$ cat src/rtl/prog_loader.sv
// Byte-stream program loader for processor Z's instruction RAM.
// Accepts a 16-bit big-endian word count followed by that many 32-bit
// words (MSB first), writes each word through the addr/wEn/wDat port,
// then raises working so the processor can begin fetching.
module prog_loader #(
    parameter int ADDR_W    = 9,
    parameter int DEPTH     = 512,
    parameter int BASE_ADDR = 0
) (
    input  logic              clock,
    input  logic              reset,
    input  logic              start,
    input  logic              byte_valid,
    input  logic [7:0]        byte_data,
    output logic              byte_ready,
    output logic [ADDR_W-1:0] addr,
    output logic              wEn,
    output logic [31:0]       wDat,
    output logic              working,
    output logic              done,
    output logic              error,
    output logic [ADDR_W:0]   word_cnt
);

    localparam logic [2:0] IDLE   = 3'd0;
    localparam logic [2:0] LEN_HI = 3'd1;
    localparam logic [2:0] LEN_LO = 3'd2;
    localparam logic [2:0] BYTES  = 3'd3;
    localparam logic [2:0] WRITE  = 3'd4;
    localparam logic [2:0] RUN    = 3'd5;
    localparam logic [2:0] ERR    = 3'd6;

    localparam logic [ADDR_W-1:0] BASE      = ADDR_W'(BASE_ADDR);
    localparam logic [16:0]       DEPTH_LEN = 17'(DEPTH);

    logic [2:0]  state;
    logic [15:0] wordLen;
    logic [1:0]  byteIdx;
    logic        xfer;
    logic [16:0] lenFull;
    logic        lastWord;

    // A byte moves only when the stream offers it and the loader is gathering.
    assign xfer = byte_valid & byte_ready;

    // Full header value as it will be once the low byte lands in LEN_LO.
    assign lenFull = {1'b0, wordLen[15:8], byte_data};

    // The word being written in WRITE is the last one of the program.
    assign lastWord = (32'(word_cnt) + 32'd1) == 32'(wordLen);

    // Output decode from the registered state only; byte_ready never looks at byte_valid.
    always_comb begin
        // NOTE: every output gets a default first so no path can leave one unassigned and infer a latch.
        byte_ready = 1'b0;
        wEn        = 1'b0;
        working    = 1'b0;
        error      = 1'b0;
        case (state)
            LEN_HI, LEN_LO, BYTES: byte_ready = 1'b1;
            WRITE:                 wEn        = 1'b1;
            RUN:                   working    = 1'b1;
            ERR:                   error      = 1'b1;
            default:               ;
        endcase
    end

    // Load sequencer: header capture, word assembly, RAM write and address/count advance.
    always_ff @(posedge clock or posedge reset) begin
        // NOTE: non-blocking assignments so every register samples pre-edge values, matching the hardware.
        if (reset) begin
            state    <= IDLE;
            addr     <= BASE;
            wDat     <= '0;
            word_cnt <= '0;
            done     <= 1'b0;
            wordLen  <= '0;
            byteIdx  <= '0;
        end else begin
            done <= 1'b0;
            case (state)
                // Only a start leaves the parked states; a reload always restarts at BASE.
                IDLE, RUN, ERR: begin
                    if (start) begin
                        state    <= LEN_HI;
                        addr     <= BASE;
                        word_cnt <= '0;
                    end
                end
                LEN_HI: begin
                    if (xfer) begin
                        wordLen[15:8] <= byte_data;
                        state         <= LEN_LO;
                    end
                end
                LEN_LO: begin
                    if (xfer) begin
                        wordLen[7:0] <= byte_data;
                        byteIdx      <= '0;
                        if (lenFull == 17'd0 || lenFull > DEPTH_LEN) begin
                            state <= ERR;
                        end else begin
                            state <= BYTES;
                        end
                    end
                end
                BYTES: begin
                    if (xfer) begin
                        wDat    <= {wDat[23:0], byte_data};
                        byteIdx <= byteIdx + 2'd1;
                        if (byteIdx == 2'd3) begin
                            state <= WRITE;
                        end
                    end
                end
                // wEn is high for this one cycle; advance only after the RAM has captured the word.
                WRITE: begin
                    addr     <= addr + ADDR_W'(1);
                    word_cnt <= word_cnt + (ADDR_W + 1)'(1);
                    byteIdx  <= '0;
                    if (lastWord) begin
                        state <= RUN;
                        done  <= 1'b1;
                    end else begin
                        state <= BYTES;
                    end
                end
                default: state <= IDLE;
            endcase
        end
    end

endmodule

$ cat config.mk
export PLATFORM = sky130hd
export DESIGN_NAME = prog_loader
export DESIGN_NICKNAME = d
export VERILOG_FILES = /design/src/rtl/prog_loader.sv
export SDC_FILE = /design/constraint.sdc
export NUM_CORES = 1
export LEC_CHECK = 0
export ABC_AREA = 1
export CAP_MARGIN = 20
export CORE_MARGIN = 2
export CORE_UTILIZATION = 56
export CTS_CLUSTER_SIZE = 8
export DETAILED_ROUTE_END_ITERATION = 10
export GPL_TIMING_DRIVEN = 0
export PLACE_DENSITY = 0.81
export SLEW_MARGIN = 20
export SYNTH_ARGS = -nofsm -noshare
export SYNTH_HDL_FRONTEND = slang
export SYNTH_SLANG_ARGS = --single-unit
$ cat constraint.sdc
create_clock -name clock -period 6.8 [get_ports clock]
set_input_delay 1.02 -clock clock [delete_from_list [all_inputs] [get_ports clock]]
set_output_delay 1.02 -clock clock [all_outputs]
set_load 0.02 [all_outputs]
==> run summary <==
Setup repair after global routing left no endpoint under its margin. After clock tree synthesis, the flow added hold-fix buffers numbering 0. The tree is rooted in a clkbuf_8. In the final routed layout, each cell accounts on average for 13.94 µm. The number of buffers added on ports was 67. The number of gates given a new drive strength after cts was 0. Leading area contributor after synthesis: dfrtp_1.

For the pin with the worst max-slew slack, the measured transition is 0.5256 ns. nand2_1 is the most common cell in the netlist. Total wirelength of the detailed-routed design: 8364 µm. Number of warning messages in the yosys log: 0.

The flow ran to the end, and the final reports show no timing, DRC or antenna violations. 0 antenna diodes ended up in the layout. By count the netlist is led by nand2_1, dfrtp_1, inv_1.

On the final layout, the worst clock skew is 0.005669 ns. The endpoint identified for the worst register-to-register timing path is state[1]$_DFFE_PP0P_. Leaving out filler cells and counting taps, the final layout contains 600.

In this run, the number of DRC markers left after iteration 0 of detailed routing was 158. The most common flop cell mapped by yosys was dfrtp_1. The worst setup path is captured at a primary output.

The signal on the critical path passes through nor2_1, inv_2, nor2_2, buf_6, clkdlybuf4s50_1. Dividing the synthesized area by the synthesized cell count gives 8.175 µm². For the finished layout, the period the worst path requires is 3.097 ns. The number of setup buffers added after CTS is 0. The number of cells on the worst reg-to-reg path is 15. The clock network latency to the later pin of the worst-skew pair is 0.34 ns.

Clock-pin slew was measured on the worst setup and hold paths at 0.08 ns. STA classifies the critical path startpoint as a flop. The total overflow left after global routing is 0.

The run gives 3159 as the via count of the first global-routing pass. Across all layers, the routed design uses 3211 vias. Number of antenna violations at the first check in global routing: 0. The hold violation total from the final report came out at 0. Along the worst path, the maximum fanout reaches 10. The area added between synthesis and finish is 27.27%. The worst hold path belongs to the class reg2reg. In this run the deepest clock path goes through 2 buffers. For the final total negative setup slack, the log shows 0 ns. The async set-or-reset flop fraction in the synthesized netlist is 100.0%, and the maximum clock frequency is 0.3229 GHz.

In the post-synthesis netlist, the biggest area contributors are dfrtp_1, nand2_1, o21ai_0, inv_1, nand3_1. The logs give 484 for the fill cell instance count of the final layout and 455 for the post-synthesis net count. Dividing the detail-routed via count by the number of cells gives 5.352. For this design the top-level I/O count stands at 68.

The leakage dissipation came out at 2.121 nW. Along the worst hold path, the cell count comes to 2. The worst setup path is of the reg2out kind. The worst hold path begins at wordLen[15]$_DFFE_PP0P_.

TritonCTS created 9 clock buffers. Once detailed placement completed, the half-perimeter wirelength came to 6106 µm. The die is 84.15 µm tall. The die covers 7080 µm². The startpoint of the most critical register-to-register path was word_cnt[0]$_DFFE_PP0P_. Last weighted congestion value of the routability-driven placer: 0.8765. Max-cap violations in this run came to 0.

For the cell count after placement, the log shows 585. The die width was 84.15 µm. For the worst setup path, the data required time is 5.78 ns. The number of flops mapped to enable cells by yosys came out at 0. Wire length of the first global-routing pass: 14260 µm.

Synthesis inferred 73 register bits. Across every metal layer, demand over resource in global routing totals 25.17%. Once detail routing completed, the nets flagged for antenna violations numbered 0.

The number of iterations in the first detailed-routing pass came out at 4. The layout net count was 534. TritonCTS built the clock tree.

The total DRC errors in the routed layout is 0, and the relative max-transition margin is 64.96%. Summing the sequential cell areas from Yosys gives 50.78% of the chip area. After synthesis, the largest area contributor takes up 50.78% of total cell area. The clock net in this run drives a total of 73 sinks. The register-to-register setup slack is 4.85 ns. The run gives 0 as the count of final setup violators. The floorplan step defined a core boundary enclosing 6277 µm². Across the VDD grid, the largest voltage drop is 0.2727 mV.

After layout, the worst path uses 45.54% of the clock period. The floorplan has 29 rows. Data on the critical path arrives at its endpoint at 2.08 ns.

In this design, the stage delay of the slowest critical-path cell is 0.60 ns. The ratio of cells with drive above 1 in the final layout was 10.33%; the number of instances in the synthesized netlist was 440. The number of max-slew violations in the final report came out at 0. Entering global routing, the biggest net connects 57 pins.

The count of different cell masters after synthesis is 34. Slowest stage cell on the critical path: clkdlybuf4s50_1. In this run the power density over the cells is 409.8 nW/µm².

Once the floorplan was initialized, standard cells occupied 57.31% of the core. The maximum level of the CTS H-tree came out at 3. The tools report the end point of the most critical hold path as wordLen[15]$_DFFE_PP0P_. The run gives 3597 µm² as the area of the mapped netlist.
==> per-stage QoR <==
| step | total power, mW | instance area, µm² | hold slack, ns | setup WS (ns) | util, % |
|---|---|---|---|---|---|
| global placement | 1.523 | 4364 | 0.4685 | 2.728 | 69.52 |
| detailed placement | 1.551 | 4394 | 0.4743 | 4.053 | 70.00 |
| floorplan | 1.205 | 3597 | 0.4537 | 3.927 | - |
| finish | 1.876 | 4578 | 0.4907 | 3.703 | 72.93 |
| global route | 2.006 | 4578 | 0.5269 | 3.600 | 72.93 |
| CTS | 1.885 | 4578 | 0.4960 | 3.697 | 72.93 |
==> registers in the layout, summed over array words and instances, names as in the netlist <==
register / count
addr: 9
word_cnt: 10
state: 3
wordLen: 16
done: 1
wDat: 32
byteIdx: 2
==> final cells by class <==
class	count	area (µm²)	share of cell area, %
sequential	73	1827	39.90
multi-input combinational	294	1485	32.44
timing repair buffer	68	698.2	15.25
inverter	62	235.2	5.138
clock buffer	9	123.9	2.706
tap	77	96.34	2.104
clock inverter	6	60.06	1.312
buffer	11	52.55	1.148
==> layer usage <==
metal | GRT usage [%] | vias up | wire length, µm
met4 | 9.971 | 0 | 111
met3 | 7.080 | 14 | 541
li1 | - | 1581 | -
met1 | 31.82 | 1509 | 3649
met5 | 0 | - | 0
met2 | 41.20 | 107 | 4061
==> how the worst max path moves through the flow <==
stage,start,endpoint,cells after the start
final,state[1]$_DFFE_PP0P_,wEn,5
after global routing,state[1]$_DFFE_PP0P_,wEn,5
after CTS,state[1]$_DFFE_PP0P_,wEn,5
after detailed placement,byte_valid,wDat[2]$_DFFE_PP0P_,8
after global placement,reset,wDat[31]$_DFFE_PP0P_,2
after floorplan,reset,addr[0]$_DFFE_PP0P_,1
==> kinds of logic after synthesis <==
family | Yosys count | share of synthesized area, %
AND/OR/NAND/NOR | 203 | 25.18
AO/OA/AOI/OAI | 79 | 12.31
buffers and inverters | 73 | 7.930
flip-flops | 73 | 50.78
multiplexers | 8 | 2.504
adder cells (fa/ha/maj) | 3 | 1.044
XOR/XNOR | 1 | 0.2435
==> power by group <==
part | internal [mW] | total, mW | leakage (nW) | switching [mW]
clock network | 0.165 | 0.328 | 0.0909 | 0.163
logic | 0.352 | 0.830 | 1.10 | 0.478
registers | 0.588 | 0.718 | 0.933 | 0.130
==> worst max-delay path: cells and delay by family (launching register included) <==
| kind | cells | cell delay (ns) |
|---|---|---|
| buffers and inverters | 3 | 0.85 |
| DFF | 1 | 0.44 |
| and+or+nand+nor | 2 | 0.43 |
==> cell usage in the layout (no fill, tap or decap), drive strengths merged <==
master / n
o22ai: 7
ha: 3
inv: 61
clkinvlp: 2
clkinv: 4
a21oi: 16
a32o: 1
and3: 1
a31oi: 2
buf: 5
bufinv: 1
o211ai: 1
mux2: 8
o32ai: 2
nand2: 118
dfrtp: 73
o21ai: 49
and2: 1
clkdlybuf4s50: 67
nor3: 3
nor2: 41
clkbuf: 16
nand4: 7
nand3: 32
xor2: 1
a21o: 1
(Power assumes the default switching activity.)
